`config.mk`:
```
export PLATFORM = sky130hd
export DESIGN_NAME = image_sequencer
export DESIGN_NICKNAME = d
export VERILOG_FILES = /design/src/rtl/image_sequencer.sv
export SDC_FILE = /design/constraint.sdc
export NUM_CORES = 1
export LEC_CHECK = 0
export BUFFER_PORTS_ARGS = -buffer_cell sky130_fd_sc_hd__buf_2
export CORE_AREA = 2 2 39 41
export DETAILED_ROUTE_END_ITERATION = 8
export DIE_AREA = 0 0 41 43
export PLACE_DENSITY = 0.6
export SYNTH_ARGS = -nofsm -noshare
export SYNTH_HDL_FRONTEND = slang
export SYNTH_SLANG_ARGS = --single-unit
```
`constraint.sdc`:
```
create_clock -name clk -period 1.6 [get_ports clk]
set_input_delay 0.08 -clock clk [delete_from_list [all_inputs] [get_ports clk]]
set_output_delay 0.08 -clock clk [all_outputs]
set_load 0.01 [all_outputs]
```
`src/rtl/image_sequencer.sv`:
```
// image_sequencer: selects one of NUM_IMAGES images from next/prev buttons,
// a direct index load, and an optional timed slideshow.
// Slideshow logic is built only when IMAGE_SEQ_AUTOPLAY_EN is defined;
// without it the auto_en port is kept but ignored and no counter exists.
module image_sequencer #(
  parameter int NUM_IMAGES  = 4,
  parameter int SEL_W       = 4,
  parameter int WRAP        = 1,
  parameter int AUTO_PERIOD = 100000000
) (
  input  logic             clk,
  input  logic             reset,
  input  logic             btn_next,
  input  logic             btn_prev,
  input  logic             load,
  input  logic [SEL_W-1:0] load_idx,
  input  logic             auto_en,
  output logic [SEL_W-1:0] image_select,
  output logic             changed,
  output logic             at_last
);

  localparam logic [SEL_W-1:0] LAST_IDX = SEL_W'(NUM_IMAGES - 1);
  localparam logic [SEL_W:0]   NUM_EXT  = (SEL_W + 1)'(NUM_IMAGES);

  logic             load_ok;
  logic             step_next;
  logic             step_prev;
  logic             manual_act;
  logic             auto_tick;
  logic [SEL_W-1:0] idx_inc;
  logic [SEL_W-1:0] idx_dec;
  logic [SEL_W-1:0] idx_d;

  // Decode requests; simultaneous next+prev cancel out.
  always_comb begin
    load_ok    = load && ({1'b0, load_idx} < NUM_EXT);
    step_next  = btn_next && !btn_prev;
    step_prev  = btn_prev && !btn_next;
    manual_act = load_ok || step_next || step_prev;
  end

  // Neighbour indices; end cases handled by compare so no carry/borrow
  // escapes SEL_W even when NUM_IMAGES fills the whole index range.
  always_comb begin
    if (image_select == LAST_IDX) begin
      idx_inc = (WRAP != 0) ? '0 : image_select;
    end else begin
      idx_inc = image_select + 1'b1;
    end
    if (image_select == '0) begin
      idx_dec = (WRAP != 0) ? LAST_IDX : image_select;
    end else begin
      idx_dec = image_select - 1'b1;
    end
  end

  // Priority: load, then buttons, then slideshow tick.
  always_comb begin
    idx_d = image_select;
    if (load_ok) begin
      idx_d = load_idx;
    end else if (step_next) begin
      idx_d = idx_inc;
    end else if (step_prev) begin
      idx_d = idx_dec;
    end else if (auto_tick) begin
      idx_d = idx_inc;
    end
  end

  // Index register; changed flags a real difference only.
  always_ff @(posedge clk) begin
    if (reset) begin
      image_select <= '0;
      changed      <= 1'b0;
    end else begin
      image_select <= idx_d;
      changed      <= (idx_d != image_select);
    end
  end

`ifdef IMAGE_SEQ_AUTOPLAY_EN
  localparam int CNT_W = $clog2(AUTO_PERIOD);
  localparam logic [CNT_W-1:0] CNT_TC = CNT_W'(AUTO_PERIOD - 1);

  logic [CNT_W-1:0] auto_cnt;

  assign auto_tick = auto_en && (auto_cnt == CNT_TC);

  // Slideshow period counter; any manual action restarts the full period.
  always_ff @(posedge clk) begin
    if (reset) begin
      auto_cnt <= '0;
    end else if (!auto_en || manual_act || (auto_cnt == CNT_TC)) begin
      auto_cnt <= '0;
    end else begin
      auto_cnt <= auto_cnt + 1'b1;
    end
  end
`else
  logic unused_auto;

  assign auto_tick   = 1'b0;
  assign unused_auto = auto_en & manual_act & (AUTO_PERIOD >= 2);
`endif

  assign at_last = (image_select == LAST_IDX);

endmodule

```
==> flow_metrics.tcl <==
set metrics [dict create \
    status "finished, final reports clean" \
    drtAntennaViolNets 0 \
    comb_power_share_pct 36.0 \
    tns_ns 0 \
    design_area_um2 598.1 \
    synth_common_cells "dfxtp_1, a21oi_1, inv_1, nand2_1" \
    reg2reg_depth 4 \
    wirelength_mm 1.061 \
    end_kind "flop" \
    crit_path_start "image_select[2]$_SDFF_PP0_" \
    multi_input_area_um2 331.6 \
    setup_violations 0 \
    seq_area_um2 105.1 \
    vdd_ir_drop_max_v 0.0003505 \
    final-hold-violation-count 0 \
    ys_async_sr_fraction_pct 0 \
    ys_ff_latch 5 \
    antennaDiodeCount 0 \
    vias 465 \
    intPower_mw 0.3121 \
    yosysWarnings 0 \
    pwr-share-clk_pct 31.3 \
    rows 14 \
    netlist_area_um2 449.2 \
    synth_cell_types 29 \
    fin_skew_ns 0.0008589 \
    syn_to_final_growth_pct 33.15 \
    swShare_pct 30.80 \
    max_clock_freq_ghz 0.6704 \
    synthFlopType "dfxtp_1" \
    clkLatencyLatePin_ns 0.23 \
    hold_path.class "input port to flop" \
    synth-edff-count 0 \
    clock_path_buffers 2 \
    core_um2 1384 \
    ios 16 \
    start_kind "flop" \
    yosysTopAreaCell "dfxtp_1" \
    drive_gt1_share_pct 39.19 \
    synth.avg_cell_area_um2 8.021 \
    io_buffers 14 \
    fillers 159 \
    r2r-end "image_select[3]$_SDFF_PP0_" \
    chipHeight_um 43 \
    grt_max_degree 12 \
    cts_tree "built" \
    rsz0062_at_grt "false" \
    die_x_um 41 \
    setup_ws_ns 0.1084 \
    synth_top_area_share_pct 22.28 \
    critPathRequiredTime_ns 1.73 \
    reg2reg_from "image_select[2]$_SDFF_PP0_" \
    yosysMostFrequentCell "dfxtp_1" \
    cp_max_fo 2 \
    ys_seq_area_share_pct 22.28 \
    htree_levels 1 \
    cts_sinks 5 \
    nets 87 \
    cts_buffers 3 \
    static-leakage-power_nw 0.2490 \
    via_per_inst 5.167 \
    antenna_found_initial 0 \
    power_frac_seq_pct 32.7 \
    rrSetupSlack_ns 0.11 \
    pre_cts_slack_ns 0.1145 \
    ys_top_cells_by_area "dfxtp_1, xor2_1, ha_1" \
    grt_pass1_wl_mm 1.794 \
    p_per_area_nw_per_um2 754.1 \
    synth_cells 56 \
    fin_crit_sh_pct 93.23 \
    syn-num-nets 68 \
    place.gp.congestion 0.7586 \
    start_util_pct 32.46 \
    first_iter_violations 17 \
    period_needed_ns 1.492 \
    postPlaceCellArea_um2 561.8 \
    total_power_mw 0.4510 \
    die_area_um2 1763 \
    gr-total-overflow 0 \
    final_util_pct 43.22 \
    post_drt_wl_per_cell_um 11.79 \
    path_clk_slew_ns 0.04 \
    drv_slew 0 \
    cp.arrival_ns 1.62 \
    p_switching_mw 0.1389 \
    worstSetupEndpoint "image_select[3]$_SDFF_PP0_" \
    maxSlewHeadroom_pct 79.28 \
    dr.pass1.iters 3 \
    place_hpwl_um 835 \
    maxCapViolCount 0 \
    crit_type "flop to flop" \
    cts-root-buf "clkbuf_4" \
    grt_pass1_vias 461 \
    tightest_slew_ns 0.3104 \
    drc 0 \
    grt_usage_pct 14.64 \
]
## critical path, stage by stage, from the launching register on
cell and delay (ns):
dfxtp_1 0.31, or4_4 0.54, nor3_2 0.12, a21oi_1 0.07, a2111oi_2 0.35
## worst min-delay path by stage
stage	startpoint	end	cells after the start
after global routing	reset	image_select[0]$_SDFF_PP0_	2
after CTS	reset	image_select[1]$_SDFF_PP0_	2
after detailed placement	reset	image_select[1]$_SDFF_PP0_	2
final	reset	image_select[1]$_SDFF_PP0_	2
after global placement	reset	image_select[1]$_SDFF_PP0_	2
after floorplan	reset	image_select[0]$_SDFF_PP0_	1
## layout make-up
type / instances / area share, %
multi-input combinational: 43 / 55.44
inverter: 4 / 2.510
clock buffer: 4 / 4.393
timing repair buffer: 18 / 16.74
tap: 16 / 3.347
sequential: 5 / 17.57
## layer usage
metal,wire [um],global-route usage (%),vias to the layer above
met4,0,4.000,0
met5,0,0,-
li1,-,-,238
met1,524,18.59,217
met3,39,5.236,0
met2,498,22.50,10
## power groups by stage
stage               Sequential [mW]  Combinational [mW]  Clock, mW
floorplan                     0.154               0.110          0
global placement              0.150               0.154          0
detailed placement            0.150               0.155          0
CTS                           0.148               0.157      0.146
global route                  0.149               0.180      0.155
finish                        0.147               0.162      0.141
## registers in the layout, indices dropped and copies added (netlist names)
name and cells:
image_select 4, changed 1
## kinds of logic (layout without fill, tap and decap cells)
family                   count (synthesis)  after routing  share of synthesized area [%]
AND/OR/NAND/NOR                         22             22                          30.92
XOR/XNOR                                 4              4                          7.801
buffers and inverters                    8             26                          8.355
adder cells (fa/ha/maj)                  3              3                          7.799
multiplexers                             1              1                          2.229
flip-flops                               5              5                          22.29
AO/OA/AOI/OAI                           13             13                          20.61
## through the flow
step           hold slack [ns]  cells
6_report               0.07746     90
5_1_grt                0.08033     90
4_1_cts                0.07113     90
3_5_place_dp            0.3180     86
3_3_place_gp            0.3178     86
2_1_floorplan           0.1417     56
## cell usage in the layout (no fill, tap or decap), drive strengths merged, types with 4 or more instances in the layout
cell,n
a21oi,4
buf,18
clkbuf,4
dfxtp,5
inv,4
nand2,4
nor3,4
## repair_timing
action | 4_1_cts | 5_1_grt
gates resized for setup | 0 | 2
endpoints found under the setup margin | 0 | 1
setup buffers | 0 | 0
hold buffers | 0 | 0
No activity file was read; power rests on OpenSTA's default activity.
